### src/rtl/sap_pkg.sv
// Shared SAP definitions: program-loader state encoding used by the loader
// and by the control sequencer that watches it.
package sap_pkg;

    localparam int LOADER_STATE_W = 3;

    typedef enum logic [LOADER_STATE_W-1:0] {
        S_IDLE   = 3'd0,
        S_LOAD   = 3'd1,
        S_VERIFY = 3'd2,
        S_RUN    = 3'd3,
        S_FAIL   = 3'd4
    } loader_state_t;

endpackage

### src/rtl/sap_checksum_acc.sv
// DATA_W-bit modular accumulator with synchronous clear and enable.
// Used twice by the loader: once for the sum of words written, once for
// the sum of words read back.
module sap_checksum_acc
    import sap_pkg::*;
#(
    parameter int DATA_W = 8
) (
    input  logic              i_clk,
    input  logic              i_rst,
    input  logic              i_clear,
    input  logic              i_enable,
    input  logic [DATA_W-1:0] i_data,
    output logic [DATA_W-1:0] o_sum
);

    logic [DATA_W-1:0] r_sum;

    // Accumulate the incoming word; the adder wraps naturally at DATA_W bits.
    always_ff @(posedge i_clk) begin
        if (i_rst || i_clear) begin
            r_sum <= '0;
        end else if (i_enable) begin
            r_sum <= r_sum + i_data;
        end
    end

    assign o_sum = r_sum;

endmodule

### src/rtl/sap_program_loader.sv
// Program loader for the SAP CPU: accepts a valid/ready word stream, writes
// it to program RAM from address 0, optionally reads it back to compare
// checksums, and keeps the CPU held in reset until a load completes cleanly.
module sap_program_loader
    import sap_pkg::*;
#(
    parameter int ADDR_W = 4,
    parameter int DATA_W = 8,
    parameter int VERIFY = 1
) (
    input  logic              i_clk,
    input  logic              i_rst,
    input  logic              i_start,
    input  logic              i_ld_valid,
    input  logic [DATA_W-1:0] i_ld_data,
    input  logic              i_ld_last,
    output logic              o_ld_ready,
    output logic              o_ram_we,
    output logic [ADDR_W-1:0] o_ram_addr,
    output logic [DATA_W-1:0] o_ram_wdata,
    input  logic [DATA_W-1:0] i_ram_rdata,
    output logic              o_cpu_hold,
    output logic              o_busy,
    output logic              o_done,
    output logic              o_error,
    output logic [ADDR_W:0]   o_word_count
);

    localparam logic [ADDR_W:0] LP_DEPTH = (ADDR_W+1)'(2**ADDR_W);
    localparam logic [ADDR_W:0] LP_ONE   = (ADDR_W+1)'(1);

    loader_state_t     r_state;
    loader_state_t     w_nextState;

    logic              r_we;
    logic [ADDR_W-1:0] r_wrAddr;
    logic [DATA_W-1:0] r_wdata;
    logic [ADDR_W:0]   r_wordCount;
    logic [ADDR_W:0]   r_rdAddr;
    logic              r_rdValid;
    logic              r_lastPend;
    logic              r_done;
    logic              r_error;

    logic              w_ldReady;
    logic              w_handshake;
    logic              w_overflow;
    logic              w_accept;
    logic              w_startOk;
    logic              w_rdIssue;
    logic              w_rdAccum;
    logic              w_verifyDone;
    logic              w_sumMatch;
    logic [DATA_W-1:0] w_loadSum;
    logic [DATA_W-1:0] w_readSum;
    logic [DATA_W-1:0] w_readSumNext;

    // The cycle after the final word is accepted is spent issuing its write
    // strobe, so ready drops then even though the state is still LOAD.
    assign w_ldReady    = (r_state == S_LOAD) && !r_lastPend;
    assign w_handshake  = i_ld_valid && w_ldReady;
    assign w_overflow   = w_handshake && (r_wordCount == LP_DEPTH);
    assign w_accept     = w_handshake && !w_overflow;
    assign w_startOk    = i_start &&
                          ((r_state == S_IDLE) || (r_state == S_RUN) || (r_state == S_FAIL));

    // Readback: one address per cycle until all words are issued; data for an
    // address returns one cycle later, and the last return closes the check.
    assign w_rdIssue     = (r_state == S_VERIFY) && (r_rdAddr < r_wordCount);
    assign w_rdAccum     = (r_state == S_VERIFY) && r_rdValid;
    assign w_verifyDone  = w_rdAccum && (r_rdAddr == r_wordCount);
    assign w_readSumNext = w_readSum + i_ram_rdata;
    assign w_sumMatch    = (w_readSumNext == w_loadSum);

    sap_checksum_acc #(.DATA_W(DATA_W)) u_loadSum (
        .i_clk    (i_clk),
        .i_rst    (i_rst),
        .i_clear  (w_startOk),
        .i_enable (w_accept),
        .i_data   (i_ld_data),
        .o_sum    (w_loadSum)
    );

    sap_checksum_acc #(.DATA_W(DATA_W)) u_readSum (
        .i_clk    (i_clk),
        .i_rst    (i_rst),
        .i_clear  (w_startOk),
        .i_enable (w_rdAccum),
        .i_data   (i_ram_rdata),
        .o_sum    (w_readSum)
    );

    // State register.
    always_ff @(posedge i_clk) begin
        if (i_rst) begin
            r_state <= S_IDLE;
        end else begin
            r_state <= w_nextState;
        end
    end

    // Next-state decode: start only from the resting states, leave LOAD once
    // the final write strobe has gone out or on overflow, leave VERIFY on the
    // last returned read word.
    always_comb begin
        w_nextState = r_state;
        case (r_state)
            S_IDLE, S_RUN, S_FAIL: begin
                if (i_start) begin
                    w_nextState = S_LOAD;
                end
            end
            S_LOAD: begin
                if (r_lastPend) begin
                    w_nextState = (VERIFY != 0) ? S_VERIFY : S_RUN;
                end else if (w_overflow) begin
                    w_nextState = S_FAIL;
                end
            end
            S_VERIFY: begin
                if (w_verifyDone) begin
                    w_nextState = w_sumMatch ? S_RUN : S_FAIL;
                end
            end
            default: begin
                w_nextState = S_IDLE;
            end
        endcase
    end

    // Datapath: write strobe/address/data, word counter, readback counter and
    // the sticky done/error flags.
    always_ff @(posedge i_clk) begin
        if (i_rst) begin
            r_we        <= 1'b0;
            r_wrAddr    <= '0;
            r_wdata     <= '0;
            r_wordCount <= '0;
            r_rdAddr    <= '0;
            r_rdValid   <= 1'b0;
            r_lastPend  <= 1'b0;
            r_done      <= 1'b0;
            r_error     <= 1'b0;
        end else begin
            r_we      <= 1'b0;
            r_rdValid <= w_rdIssue;
            if (w_startOk) begin
                r_wordCount <= '0;
                r_rdAddr    <= '0;
                r_lastPend  <= 1'b0;
                r_done      <= 1'b0;
                r_error     <= 1'b0;
            end
            if (w_accept) begin
                r_we        <= 1'b1;
                r_wrAddr    <= r_wordCount[ADDR_W-1:0];
                r_wdata     <= i_ld_data;
                r_wordCount <= r_wordCount + LP_ONE;
                r_lastPend  <= i_ld_last;
            end
            if (w_overflow) begin
                r_error <= 1'b1;
            end
            if ((r_state == S_LOAD) && r_lastPend) begin
                r_lastPend <= 1'b0;
                if (VERIFY == 0) begin
                    r_done <= 1'b1;
                end
            end
            if (w_rdIssue) begin
                r_rdAddr <= r_rdAddr + LP_ONE;
            end
            if (w_verifyDone) begin
                r_done  <= w_sumMatch;
                r_error <= !w_sumMatch;
            end
        end
    end

    assign o_ld_ready   = w_ldReady;
    assign o_ram_we     = r_we;
    assign o_ram_addr   = (r_state == S_VERIFY) ? r_rdAddr[ADDR_W-1:0] : r_wrAddr;
    assign o_ram_wdata  = r_wdata;
    assign o_cpu_hold   = (r_state != S_RUN);
    assign o_busy       = (r_state == S_LOAD) || (r_state == S_VERIFY);
    assign o_done       = r_done;
    assign o_error      = r_error;
    assign o_word_count = r_wordCount;

endmodule

### config.mk
export PLATFORM = sky130hd
export DESIGN_NAME = sap_program_loader
export DESIGN_NICKNAME = d
export VERILOG_FILES = /design/src/rtl/sap_pkg.sv /design/src/rtl/sap_checksum_acc.sv /design/src/rtl/sap_program_loader.sv
export SDC_FILE = /design/constraint.sdc
export NUM_CORES = 1
export LEC_CHECK = 0
export CORE_MARGIN = 2
export CORE_UTILIZATION = 50
export CTS_BUF_LIST = sky130_fd_sc_hd__clkbuf_4 sky130_fd_sc_hd__clkbuf_8 sky130_fd_sc_hd__clkbuf_16
export CTS_CLUSTER_DIAMETER = 200
export CTS_CLUSTER_SIZE = 24
export DETAILED_ROUTE_END_ITERATION = 6
export DONT_BUFFER_PORTS = 1
export PLACE_DENSITY = 0.79
export SKIP_CTS_REPAIR_TIMING = 1
export SYNTH_ARGS = -nofsm -noshare
export SYNTH_HDL_FRONTEND = slang
export SYNTH_SLANG_ARGS = --single-unit
### constraint.sdc
create_clock -name i_clk -period 2.65 [get_ports i_clk]
set_input_delay 0.265 -clock i_clk [delete_from_list [all_inputs] [get_ports i_clk]]
set_output_delay 0.265 -clock i_clk [all_outputs]
set_load 0.05 [all_outputs]
==> reports/metrics.csv, run 1 <==
metric;value;unit
Die Ht;81.2;um
largest net degree at the start of global routing;32;
GRT overflow;0;
final setup fails;0;
Clk Latency, worst-skew pair;0.31;ns
fin crit period;2.59;ns
Net Sw Power;411;uW
DPL Wire Length;5240;um
Pre-Repair DR Iteration Count;4;
initial antenna violation count;0;
Final Hold Viols;0;
Post-synth ARST share;0;%
CP startpoint kind;flip-flop;
synth top area cells;dfxtp_1 31%, ha_1 9.2%, nand2_1 6.2%;
Root Buffer;clkbuf_8;
CP required;2.83;ns
post-route insts no fill;451;
post-route setup slack;0.0573;ns
Top-Level Pins;44;
Hold Crit Class;input port to flip-flop;
Multi-input gate area;1960;sq um
Initial Util;50.9;%
combinational cell fraction of total power;14.0;%
cell family with the largest share of critical-path delay;compound AO/OA/AOI/OAI gates;
Core ar.;5850;sq um
worst path cell trace;ha_4 -> fa_2 -> a211oi_4 -> buf_4 -> nor2_1 -> a211oi_1 -> a2111oi_4 -> buf_4 -> buf_4 -> nand4_1 -> o2bb2ai_1;
period utilisation layout;97.8;%
crit path max fanout;4;
post-synthesis cell area;2980;sq um
Area growth syn-to-layout;9.66;%
Clk pwr share;33.5;%
Net Sw Frac;29.3;%
fill cell count;501;
Max Root-Sink Buffers;2;
port bufs;0;
Syn Inst Count;367;
Yosys cell types;56;
CTS buffer count;5;
PD cells;430;nW/um^2
Yosys top cell area share;30.9;%
routed len/inst;15.9;um
leading area contributor after synthesis;dfxtp_1;
layout cell share with drive strength beyond 1;11.4;%
Buf/Inv on CP;3;
commonest cells in the netlist;49 x nand2_1, 46 x dfxtp_1, 36 x a21oi_1, 29 x nor2_1, 22 x ha_1;
first-pass GRT wire length;11300;um
htree depth;2;
Final ANT Viol Nets;0;
CP dominant cell by count;buf_4;
sequential element share of the synthesized area;30.9;%
worst rel slew slack;35.3;%
Peak supply drop;0.000233;V
die area;6590;sq um
vias in the first global route;2501;
clock slew at reported path FFs;0.10;ns
Mapped Avg Cell Area;8.12;sq um
number of synthesized flops with an enable pin;0;
final-report max-slew violation count;0;
TritonCTS clock tree;built;
Syn Nets;412;
Vias/cell;6.05;
Design Power;1400;uW
LEAKAGE;0.00121;uW
Setup CP Type;flip-flop to flip-flop;
status;finished, final reports clean;
DR iter-0 viols;186;
cell with the most instances after synthesis;nand2_1;
final clock skew;0.00912;ns
DRC;0;
Sequential cell area;922;sq um
Placer Congestion;0.870;
synth warn;0;
Net count, final;420;
Horiz. Die Dim;81.2;um
sequential power share;52.5;%
drt total wl;7160;um
dpl cells;440;
Worst EP arrival;2.77;ns
clk sinks;46;
Placement Setup Slack;-0.0411;ns
Main synth FF type;dfxtp_1;
global-route usage over all layers;22.0;%
#FFs+latches synth;46;
internal power;993;uW
via count;2729;
diode count;0;
CP Capture Type;flip-flop;
RSZ-0062 raised after global routing;yes;
f_max;386;MHz
worst-margin pin slew;0.964;ns
Max-Cap Viols;0;
slowest CP cell;fa_2;
Worst path max stage delay;0.44;ns
Row Count;28;
through the flow:
step	hold slack [ns]	cell area (sq um)	TNS (ns)	utilization, %
3_3_place_gp	0.338	3100	0	53.0
6_report	0.0182	3270	0	55.8
3_5_place_dp	0.340	3100	-0.0411	53.0
2_1_floorplan	0.401	2980	0	-
4_1_cts	0.00988	3190	-0.0741	54.6
5_1_grt	0.0108	3270	-0.199	55.8
area by class of cell:
cell class,instances,share of cell area (%)
Multi-Input combinational cell,289,60.0
Inverter,14,1.61
Timing Repair Buffer,19,4.37
Clock buffer,6,2.53
Sequential cell,46,28.2
Tap cell,75,2.87
Clock inverter,2,0.383
worst register-to-register path, delay by kind of cell (launching register included):
| family | cells | cell delay (ns) |
|---|---|---|
| flip-flops | 1 | 0.35 |
| AND/OR/NAND/NOR | 2 | 0.12 |
| buffers and inverters | 3 | 0.46 |
| adder cells (fa/ha/maj) | 2 | 0.60 |
| AO/OA/AOI/OAI | 4 | 0.93 |
power groups by stage:
| stage | logic (uW) | clock network [uW] | registers, uW |
|---|---|---|---|
| 2_1_floorplan | 152 | 0 | 753 |
| 3_3_place_gp | 183 | 0 | 753 |
| 3_5_place_dp | 188 | 0 | 754 |
| 4_1_cts | 190 | 475 | 737 |
| 5_1_grt | 217 | 491 | 740 |
| 6_report | 196 | 470 | 738 |
sequential cells by signal (all words and copies together), names as in the netlist:
register         flops
r_lastPend           1
r_state              3
o_word_count         5
r_wrAddr             4
u_readSum.o_sum      8
o_ram_we             1
o_error              1
r_rdAddr             5
o_done               1
u_loadSum.o_sum      8
o_ram_wdata          8
r_rdValid            1
cells in the final DEF (no fill, tap or decap), types with 3 or more instances in the layout:
cell	netlist	layout
a211oi_1	7	7
nand3_1	13	13
a21oi_1	36	36
o31ai_1	4	4
nand2b_1	7	7
o21a_1	7	7
inv_1	14	14
o21ai_1	4	6
nor3b_1	3	3
mux2i_1	3	3
ha_1	22	21
nand3b_1	3	3
nor3_1	6	6
dfxtp_1	46	45
o21ai_0	11	9
mux2_2	4	4
a31oi_1	4	4
xor2_1	6	6
a21o_1	4	4
and3b_1	3	3
buf_4	0	19
clkbuf_8	0	6
nor2_1	29	29
nand4_1	3	3
xnor2_1	9	8
nand2_1	49	49
a22oi_1	4	4
or3_1	6	6
nor2b_1	6	6
worst paths after layout:
path | start | slack, ns | to | depth (start not counted)
worst max-delay path | u_readSum.o_sum[0] | 0.06 | r_state[1] | 11
worst min-delay path | i_rst | 0.02 | o_ram_wdata[7] | 1
worst max register to register | u_readSum.o_sum[0] | 0.06 | r_state[1] | 11
worst min register to register | r_wrAddr[0] | 0.46 | r_wrAddr[0] | 2
per-layer routing:
| layer | GRT usage (%) | share of wire (%) | vias up |
|---|---|---|---|
| met2 | 38.1 | 48 | 83 |
| met1 | 26.7 | 44 | 1307 |
| li1 | - | - | 1320 |
| met4 | 8.14 | 2.9 | 0 |
| met5 | 0 | 0 | - |
| met3 | 4.67 | 4.9 | 19 |
cells by family (layout without fill, tap and decap cells):
family	count (synthesis)	after routing	synth area share (%)
compound gates	99	99	21.6
xor+xnor	16	16	5.17
fa+ha+maj	24	24	10.6
buf+inv	32	41	4.91
flops	46	46	30.9
mux	7	7	2.52
simple gates	143	143	24.3
No activity file was read; power rests on OpenSTA's default activity.
==> run 2: changes to the inputs <==
- CORE_ASPECT_RATIO: default -> 1.25
- CTS_CLUSTER_DIAMETER: 200 -> default
==> reports/metrics.csv, run 2 (same netlist as run 1, synthesis figures left out) <==
metric;value;unit
status;finished, final reports clean;
worst-margin pin slew;0.957;ns
period utilisation layout;99.1;%
largest net degree at the start of global routing;32;
commonest non-fill, non-tap cells in the layout;48 x nand2_1, 46 x dfxtp_1, 36 x a21oi_1, 29 x nor2_1, 22 x ha_1;
Die Ht;90.3;um
post-route setup slack;0.0226;ns
CP startpoint kind;flip-flop;
htree depth;2;
Placement Setup Slack;-0.00998;ns
CP required;2.84;ns
Net count, final;416;
most common cell after layout, fill and taps aside;nand2_1;
hold path cells;1;
GRT overflow;0;
Pre-Repair DR Iteration Count;4;
Max Root-Sink Buffers;2;
Horiz. Die Dim;73.0;um
setup_tns;0;ns
final-report max-slew violation count;0;
r2r setup slk;0.02;ns
drt total wl;7090;um
DRC;0;
CP Capture Type;flip-flop;
layout cell share with drive strength beyond 1;9.95;%
Peak supply drop;0.000447;V
hold slack;0.0220;ns
fill cell count;493;
Worst path max stage delay;0.47;ns
DR iter-0 viols;195;
Post-DP Area;3070;sq um
TritonCTS clock tree;built;
first-pass GRT wire length;11500;um
diode count;0;
RR Startpoint;u_readSum.o_sum[0];
Clk Latency, worst-skew pair;0.31;ns
crit path max fanout;3;
Top-Level Pins;44;
clk sinks;46;
Hold Crit Class;input port to flip-flop;
final setup fails;0;
Final ANT Viol Nets;0;
FF-to-FF path depth;8;
Final Util;55.8;%
global-route usage over all layers;21.6;%
PD cells;454;nW/um^2
Core ar.;5780;sq um
Worst EP arrival;2.81;ns
clock slew at reported path FFs;0.09;ns
Reg-to-Reg End;o_error;
Vias/cell;6.14;
via count;2690;
Buf/Inv on CP;0;
hold path startpoint;i_rst;
cell family with the largest share of critical-path delay;compound AO/OA/AOI/OAI gates;
f_max;381;MHz
Initial Util;51.5;%
Setup CP Type;flip-flop to flip-flop;
LEAKAGE;0.00120;uW
worst path cell trace;ha_1 -> fa_2 -> xor2_1 -> a211oi_1 -> nand4_1 -> a2111oi_4 -> nand2_2 -> o41a_1;
Area growth syn-to-layout;8.23;%
Placer Congestion;0.830;
final clock skew;0.0122;ns
slowest CP cell;fa_2;
initial antenna violation count;0;
die area;6600;sq um
worst rel slew slack;35.8;%
CTS buffer count;5;
Hold Path Sink;o_word_count[2];
Finished Cell Area;3220;sq um
Max-Cap Viols;0;
port bufs;0;
Root Buffer;clkbuf_8;
fin crit period;2.63;ns
DPL Wire Length;5230;um
Row Count;31;
routed len/inst;16.2;um
vias in the first global route;2559;
Final Hold Viols;0;
## run 2: cell types whose count changed in the layout (fill, tap and decap cells not counted), sizes merged
cell         delta
clkbuf          -1
dlygate4sd3     +1
bufinv          +1
buf             -5
clkinv          +1
clkinvlp        -1
## run 2: layout make-up
cell class	instances	area, sq um	area share, %
clock inverters	3	40.0	1.24
multi-input cells	289	1940	60.3
well taps	66	82.6	2.56
flip-flops and latches	46	921	28.6
repair buffers	15	115	3.57
clock buffers	5	68.8	2.13
inverters	14	52.6	1.63
## run 2: power breakdown
group	switching [uW]	internal, uW	leakage [uW]
Clock	250	278	0.0000579
Sequential	34.6	704	0.000372
Combinational	120	77.2	0.000772
## run 2: worst max path at each step
stage | start | cells after the start | to
finish | u_readSum.o_sum[0] | 8 | o_error
global route | u_readSum.o_sum[0] | 8 | o_error
CTS | u_readSum.o_sum[0] | 8 | o_error
detailed placement | u_readSum.o_sum[0] | 8 | o_error
global placement | u_readSum.o_sum[0] | 8 | o_error
floorplan | r_state[1] | 8 | u_loadSum.o_sum[7]
## run 2: through the flow
| step | instances | power [uW] |
|---|---|---|
| 2_1_floorplan | 367 | 904 |
| 3_3_place_gp | 429 | 936 |
| 3_5_place_dp | 429 | 943 |
| 4_1_cts | 437 | 1460 |
| 5_1_grt | 438 | 1520 |
| 6_report | 438 | 1460 |
## run 2: worst reg2reg max path: stages, from the launching register on
cell and delay (ns):
dfxtp_1 0.36, ha_1 0.20, fa_2 0.47, xor2_1 0.18, a211oi_1 0.19, nand4_1 0.17
a2111oi_4 0.44, nand2_2 0.13, o41a_1 0.37
## run 2: metal layers
| metal | global-route usage (%) | share of wire (%) | vias up |
|---|---|---|---|
| li1 | - | - | 1325 |
| met1 | 26.3 | 42 | 1254 |
| met2 | 35.6 | 49 | 94 |
| met3 | 4.91 | 6.4 | 17 |
| met4 | 9.57 | 2.5 | 0 |
| met5 | 0 | 0 | - |
